**src/rtl/wb_queue_stage.sv**
```systemverilog
// wb_queue_stage: write-back select/format stage followed by a DEPTH-entry FIFO
// that drains into the register-file write port.
// Optional feature macro: WB_QUEUE_FWD_EN adds a forwarding search port
// (fwd_reg_i / fwd_hit_o / fwd_val_o) over the queued entries.
//
// Handshakes: input side transfers on in_valid_i & in_ready_o at a rising edge;
// the MEM stage must hold its inputs while in_ready_o is low. Output side
// transfers (pops) on wb_en_o & rf_ready_i at a rising edge; head outputs are
// held stable until popped. Both ready and valid depend only on registered state.
module wb_queue_stage #(
  parameter int DATA_W = 32,
  parameter int DEST_W = 4,
  parameter int DEPTH  = 2
) (
  input  logic                       clk,
  input  logic                       rst,
  input  logic                       in_valid_i,
  output logic                       in_ready_o,
  input  logic                       wb_en_i,
  input  logic                       mem_r_en_i,
  input  logic [1:0]                 ld_size_i,
  input  logic                       ld_signed_i,
  input  logic [1:0]                 ld_off_i,
  input  logic [DEST_W-1:0]          dest_i,
  input  logic [DATA_W-1:0]          alu_res_i,
  input  logic [DATA_W-1:0]          data_mem_i,
  output logic                       wb_en_o,
  input  logic                       rf_ready_i,
  output logic [DEST_W-1:0]          wb_dest_o,
  output logic [DATA_W-1:0]          wb_val_o,
`ifdef WB_QUEUE_FWD_EN
  input  logic [DEST_W-1:0]          fwd_reg_i,
  output logic                       fwd_hit_o,
  output logic [DATA_W-1:0]          fwd_val_o,
`endif
  output logic [$clog2(DEPTH):0]     level_o
);

  localparam int PTR_W = $clog2(DEPTH);
  localparam int LVL_W = PTR_W + 1;

  logic [DEST_W-1:0] dest_mem [DEPTH];
  logic [DATA_W-1:0] val_mem  [DEPTH];
  logic [PTR_W-1:0]  rd_ptr;
  logic [PTR_W-1:0]  wr_ptr;
  logic [LVL_W-1:0]  level_q;

  logic              push;
  logic              pop;
  logic [31:0]       lane;
  logic [7:0]        byte_sel;
  logic [15:0]       half_sel;
  logic [DATA_W-1:0] ld_val;
  logic [DATA_W-1:0] in_val;

  // Handshake qualifiers; ready comes from the level register only, so a pop
  // in the same cycle never makes room for a push while full.
  always_comb begin
    in_ready_o = (level_q != LVL_W'(DEPTH));
    wb_en_o    = (level_q != '0);
    push       = in_valid_i & in_ready_o & wb_en_i;
    pop        = wb_en_o & rf_ready_i;
  end

  // Load formatting: only the low 32-bit lane is addressed by ld_off_i.
  always_comb begin
    lane     = 32'(data_mem_i);
    byte_sel = lane[7:0];
    case (ld_off_i)
      2'd0: byte_sel = lane[7:0];
      2'd1: byte_sel = lane[15:8];
      2'd2: byte_sel = lane[23:16];
      default: byte_sel = lane[31:24];
    endcase
    half_sel = ld_off_i[1] ? lane[31:16] : lane[15:0];
    case (ld_size_i)
      2'b00:   ld_val = {{(DATA_W-8){ld_signed_i & byte_sel[7]}}, byte_sel};
      2'b01:   ld_val = {{(DATA_W-16){ld_signed_i & half_sel[15]}}, half_sel};
      default: ld_val = data_mem_i;
    endcase
    in_val = mem_r_en_i ? ld_val : alu_res_i;
  end

  // Head outputs forced to zero while the queue is empty.
  always_comb begin
    wb_dest_o = wb_en_o ? dest_mem[rd_ptr] : '0;
    wb_val_o  = wb_en_o ? val_mem[rd_ptr]  : '0;
    level_o   = level_q;
  end

  // FIFO storage, pointers and explicit occupancy counter.
  always_ff @(posedge clk or posedge rst) begin
    if (rst) begin
      rd_ptr  <= '0;
      wr_ptr  <= '0;
      level_q <= '0;
      for (int i = 0; i < DEPTH; i++) begin
        dest_mem[i] <= '0;
        val_mem[i]  <= '0;
      end
    end else begin
      if (push) begin
        dest_mem[wr_ptr] <= dest_i;
        val_mem[wr_ptr]  <= in_val;
        wr_ptr           <= wr_ptr + PTR_W'(1);
      end
      if (pop) begin
        rd_ptr <= rd_ptr + PTR_W'(1);
      end
      if (push && !pop) begin
        level_q <= level_q + LVL_W'(1);
      end else if (pop && !push) begin
        level_q <= level_q - LVL_W'(1);
      end
    end
  end

`ifdef WB_QUEUE_FWD_EN
  logic [PTR_W-1:0] fwd_idx;

  // Forwarding search oldest to youngest so the youngest match wins; the
  // entry being popped still counts, the incoming push does not.
  always_comb begin
    fwd_hit_o = 1'b0;
    fwd_val_o = '0;
    fwd_idx   = rd_ptr;
    for (int k = 0; k < DEPTH; k++) begin
      fwd_idx = rd_ptr + PTR_W'(k);
      if ((LVL_W'(k) < level_q) && (dest_mem[fwd_idx] == fwd_reg_i)) begin
        fwd_hit_o = 1'b1;
        fwd_val_o = val_mem[fwd_idx];
      end
    end
  end
`endif

endmodule
```
**config.mk**
```make
export PLATFORM = sky130hd
export DESIGN_NAME = wb_queue_stage
export DESIGN_NICKNAME = d
export VERILOG_FILES = /design/src/rtl/wb_queue_stage.sv
export SDC_FILE = /design/constraint.sdc
export NUM_CORES = 1
export LEC_CHECK = 0
export BUFFER_PORTS_ARGS = -buffer_cell sky130_fd_sc_hd__buf_2
export CORE_MARGIN = 2
export CORE_UTILIZATION = 55
export CTS_BUF_LIST = sky130_fd_sc_hd__clkbuf_4 sky130_fd_sc_hd__clkbuf_8
export CTS_CLUSTER_SIZE = 10
export DETAILED_ROUTE_END_ITERATION = 12
export GPL_TIMING_DRIVEN = 0
export PLACE_DENSITY = 0.87
export SETUP_SLACK_MARGIN = 0.2
export SLEW_MARGIN = 20
export SYNTH_ARGS = -nofsm -noshare
export SYNTH_HDL_FRONTEND = slang
export SYNTH_SLANG_ARGS = --single-unit
```
**constraint.sdc**
```tcl
create_clock -name clk -period 6.2 [get_ports clk]
set_clock_uncertainty 0.05 [all_clocks]
set_input_delay 1.24 -clock clk [delete_from_list [all_inputs] [get_ports clk]]
set_output_delay 1.24 -clock clk [all_outputs]
set_load 0.02 [all_outputs]
```
After elaboration in Yosys (flattened, before gate mapping)
Index checks and enable logic that the tools add are counted.
{ "totals": {"input_bits": 79, "output_inout_bits": 40, "register_bits": 76} }
{ "classes": {"n_eq_ne": 4, "reduce_logical": 9, "n_bitwise": 7, "n_mux": 20, "n_lt_le_gt_ge": 3, "add_sub_neg": 4} }
{ "op_table": {"columns": ["cell", "count"], "rows": [
  ["$mux W32", 6],
  ["$bwmux W64", 1],
  ["$pmux W32 S2", 1],
  ["$demux W32 S1", 1],
  ["$pmux W8 S3", 1],
  ["$mux W4", 5],
  ["$mux W16", 1],
  ["$bwmux W8", 1],
  ["$and A1 B1 Y1", 5],
  ["$demux W4 S1", 1],
  ["$eq A2 B1 Y1 const B", 2],
  ["$ge A2 B2 Y1 const B", 2],
  ["$logic_not A2 Y1", 2],
  ["$mux W2", 2],
  ["$not A1 Y2", 2],
  ["$reduce_bool A2 Y1", 2],
  ["$logic_and A1 B1 Y1", 3],
  ["$add A1 B1 Y1 const B", 2],
  ["$add A2 B1 Y2 const B", 1],
  ["$eq A2 B2 Y1 const B", 1],
  ["$logic_not A1 Y1", 2],
  ["$lt A2 B1 Y1 const B", 1],
  ["$ne A2 B2 Y1 const B", 1],
  ["$sub A2 B1 Y2 const B", 1]
]} }

Logic depth before layout (Yosys ltp)
{ "depth": {"word_depth": 7, "ltp_mapped": 7, "depth_no_buf": 7} }

Worst setup path before layout
Ideal clock, no wire load.
{ "synth_path": {"kind": "register to output", "from": "reg rd_ptr", "to": "out wb_val_o[10]", "setup_slack_ps": 3502, "stages_incl_launch_ff": 5, "t_arrival_ps": 1408, "n_path_buf": 2, "required_ps": 4910, "path_cell_list": "dfrtp_1 > clkbuf_1 > buf_2 > mux2i_1 > nor2_1"} }
{ "synth_between": {"elab_chain_len": 5} }
{ "synth_rtl": {"columns": ["element", "line", "text"], "rows": [
  ["start, declared", "44", "logic [PTR_W-1:0] rd_ptr;"],
  ["start signal, assigned", "108", "rd_ptr <= rd_ptr + PTR_W'(1);"],
  ["$not A1 Y2 (implied by the code)", "87", "wb_val_o = wb_en_o ? val_mem[rd_ptr] : '0;"],
  ["$mux W32 (implied by the code) (3 in series)", "87", null],
  ["$mux W32", "87", null],
  ["end, declared", "30", "output logic [DATA_W-1:0] wb_val_o,"]
]} }
Every way passes these cells. The select of a mux whose other input is x is not followed.

Worst setup path after layout
{ "layout_path": {"from": "reg level_q[0], in the netlist level_o[0]", "to": "out wb_val_o[16]"} }
{ "layout_between": {"elab_chain_len": 2} }
{ "layout_rtl": {"columns": ["element", "line", "text"], "rows": [
  ["start, declared", "46", "logic [LVL_W-1:0] level_q;"],
  ["start signal, assigned", "111", "level_q <= level_q + LVL_W'(1);"],
  ["start signal, assigned", "113", "level_q <= level_q - LVL_W'(1);"],
  ["$reduce_bool A2 Y1", "60", "wb_en_o = (level_q != '0);"],
  ["$mux W32", "87", null]
]} }
Every way passes these cells.

==> results.toml <==
[place]
hpwlAfterDp_mm = 10.3
routabilityCongestion = 0.980
placed_area_um2 = 5230
port_buffers = 117

[floorplan]
dieArea_um2 = 8900
fp.dieH_um = 94.4
rows = 32
die_width_um = 94.4
core-area_um2 = 7810
num_io_pins = 119
initial_core_util_pct = 57.5

[drt]
antenna_left = 0
viasPerCell = 6.23
dr_total_vias = 4488
routed_wl_mm = 13.8
dr.pass1.iters = 5
post-route-drc-count = 0
wl_per_cell_um = 19.2
drt_iter0_markers = 293

[sta]
setup_viol = 0
slew_headroom_pct = 49.1
hold_viol_final = 0
rsz0062_at_grt = "false"
fmax_ghz = 0.269
period_share_pct = 59.9
worstMarginPinSlew_ps = 761
whs_ps = 434
tns_ps = 0
report.final.slew_viol_count = 0
period_needed_ps = 3720

[clock_network]
cts_root_buf = "clkbuf_8"
cts_setup_buffers = 0
clock-sinks = 76
htree_levels = 3
cts_tree = "yes"
clk_latency_ps = 350
cts.path.max_buffers = 2
clkTransAtPathRegs_ps = 80
cts-resized-gates = 0
numCtsBuffers = 9
cts_hold_buf = 0

[critical_path]
critPathSlowestCell = "nor2_1"
crit_type = "register to primary output"
path_common_cell = "nor2_1"
crit_required_ps = 4910
cp.arrival_ps = 2430
cp-startpoint = "level_o[0]"
end_kind = "primary output"
cp_cell_sequence = "nor2_1, clkbuf_1, nor2_1, buf_2"
r2r-start = "level_o[0]"
slowest_delay_ps = 620
start_kind = "register"
worst-path-max-fanout = 10

[layout]
final_common_cell = "buf_2"
final_core_util_pct = 69.9
post_route_cells_drive_above_1_share_pct = 26.5
area_delta_synth_final_pct = 21.5
diodes = 0
most-common-layout-cells = "buf_2 (127), nor2_1 (121), dfrtp_1 (76)"
final_net_count = 693
fin_area_um2 = 5460

[job]
drv_cap = 0

[synthesis]
yosysSeqAreaShare_pct = 42.4
syn-num-nets = 564
syn_area_um2 = 4490
ys_ff_latch = 76
synth_cells = 484
ys_warn_count = 0
synth_cell_types = 38
avgSynthCellArea_um2 = 9.28

[grt]
gr-usage-all-layers_pct = 31.5
grt_max_degree = 40
grt_pass1_vias = 4243
grt_remaining_overflow = 0
antenna_found_initial = 2
grt_pass1_wl_mm = 21.5

[worst_hold_path]
hold_class = "register to register"
hp-start = "dest_mem[6]"

[power_and_ir_drop]
peakVddDrop_uv = 259
leakage_uw = 0.00256
powerDensity_nw_per_um2 = 494

[status]
status = "finished clean"
[cells by family (layout without fill, tap and decap cells)]
kind of cell	after synthesis	in the layout	share of synthesized area [%]
DFF	76	76	42.4
xor gates and xnor gates	5	5	0.975
buffers and inverters	44	178	4.46
adders and majority gates	1	1	0.279
AOI/OAI and AO/OA	118	118	22.1
muxes	47	47	10.7
and+or+nand+nor	193	193	19.1
[layout make-up]
cell class	instances	area [um2]
inverters	4	17.5
clock inverters	5	83.8
clock buffers	11	145
multi-input cells	364	2390
flip-flops and latches	76	1900
repair buffers	118	606
fillers	605	2350
well taps	102	128
plain buffers	40	185
[worst max-delay path, delay by kind of cell (launching register included)]
family        cells  cell delay [ps]
buf+inv           2              820
simple gates      2              810
flops             1              440
[stage by stage]
stage                     worst slack (ps)  total power [uW]  std cells
after floorplan                       2970              1830        484
after global placement                2130              2210        703
after detailed placement              2940              2260        704
after CTS                             2550              2690        720
after global routing                  2460              2860        720
final                                 2480              2690        720
[sequential cells by signal (all words and copies together) (netlist names)]
signal	count
val_mem	64
level_o	2
dest_mem	8
wr_ptr	1
rd_ptr	1
[cells in the mapped netlist]
cell	count	share of area, %
nor2_1	121	10
dfrtp_1	76	42
a221oi_1	46	9.0
mux2i_1	38	8.5
nand2_1	30	2.5
clkbuf_1	27	2.3
a21boi_0	18	3.0
nor2b_1	13	1.8
a22o_1	12	2.3
buf_2	10	1.1
mux2_2	9	2.3
a21oi_1	8	0.89
nand3_1	8	0.89
o22ai_1	8	1.1
o21ai_0	7	0.78
a22oi_1	6	1.0
and3b_1	6	1.2
inv_1	4	0.33
o31ai_1	4	0.67
a311oi_4	3	1.8
buf_6	3	0.75
nand2b_1	3	0.42
nand4b_1	3	0.59
xor2_1	3	0.59
a311oi_2	2	0.67
nand3b_1	2	0.33
nor3b_1	2	0.33
xnor2_1	2	0.39
a31oi_1	1	0.14
and3_1	1	0.14
and4_1	1	0.20
and4b_1	1	0.22
and4bb_2	1	0.28
ha_1	1	0.28
nand4_1	1	0.14
o21a_1	1	0.17
o21ai_4	1	0.36
o311ai_0	1	0.20
[power by group]
group	leakage [uW]	internal (uW)	total, uW	switching [uW]
Clock	0.000110	244	436	192
Sequential	0.000886	741	881	140
Combinational	0.00156	538	1380	839
[per-layer routing]
layer  wire length (um)  GRT usage [%]  vias up
met1               5820           43.6     2146
met2               6250           49.3      270
met3               1380           6.07       44
met5                 15              0        -
met4                370           12.1        2
li1                   -              -     2026
[path summary, 6_finish.rpt]
| kind | endpoint | slack (ps) | cells past startpoint |
|---|---|---|---|
| worst max-delay path | wb_val_o[16] | 2480 | 4 |
| min in group asynchronous | level_o[1] | 860 | 2 |
| worst max register to register | val_mem[46] | 4080 | 4 |
| worst min-delay path | dest_mem[6] | 430 | 2 |
| max in group asynchronous | val_mem[21] | 4660 | 3 |
| worst min register to register | dest_mem[6] | 430 | 2 |
(Power assumes the default switching activity.)
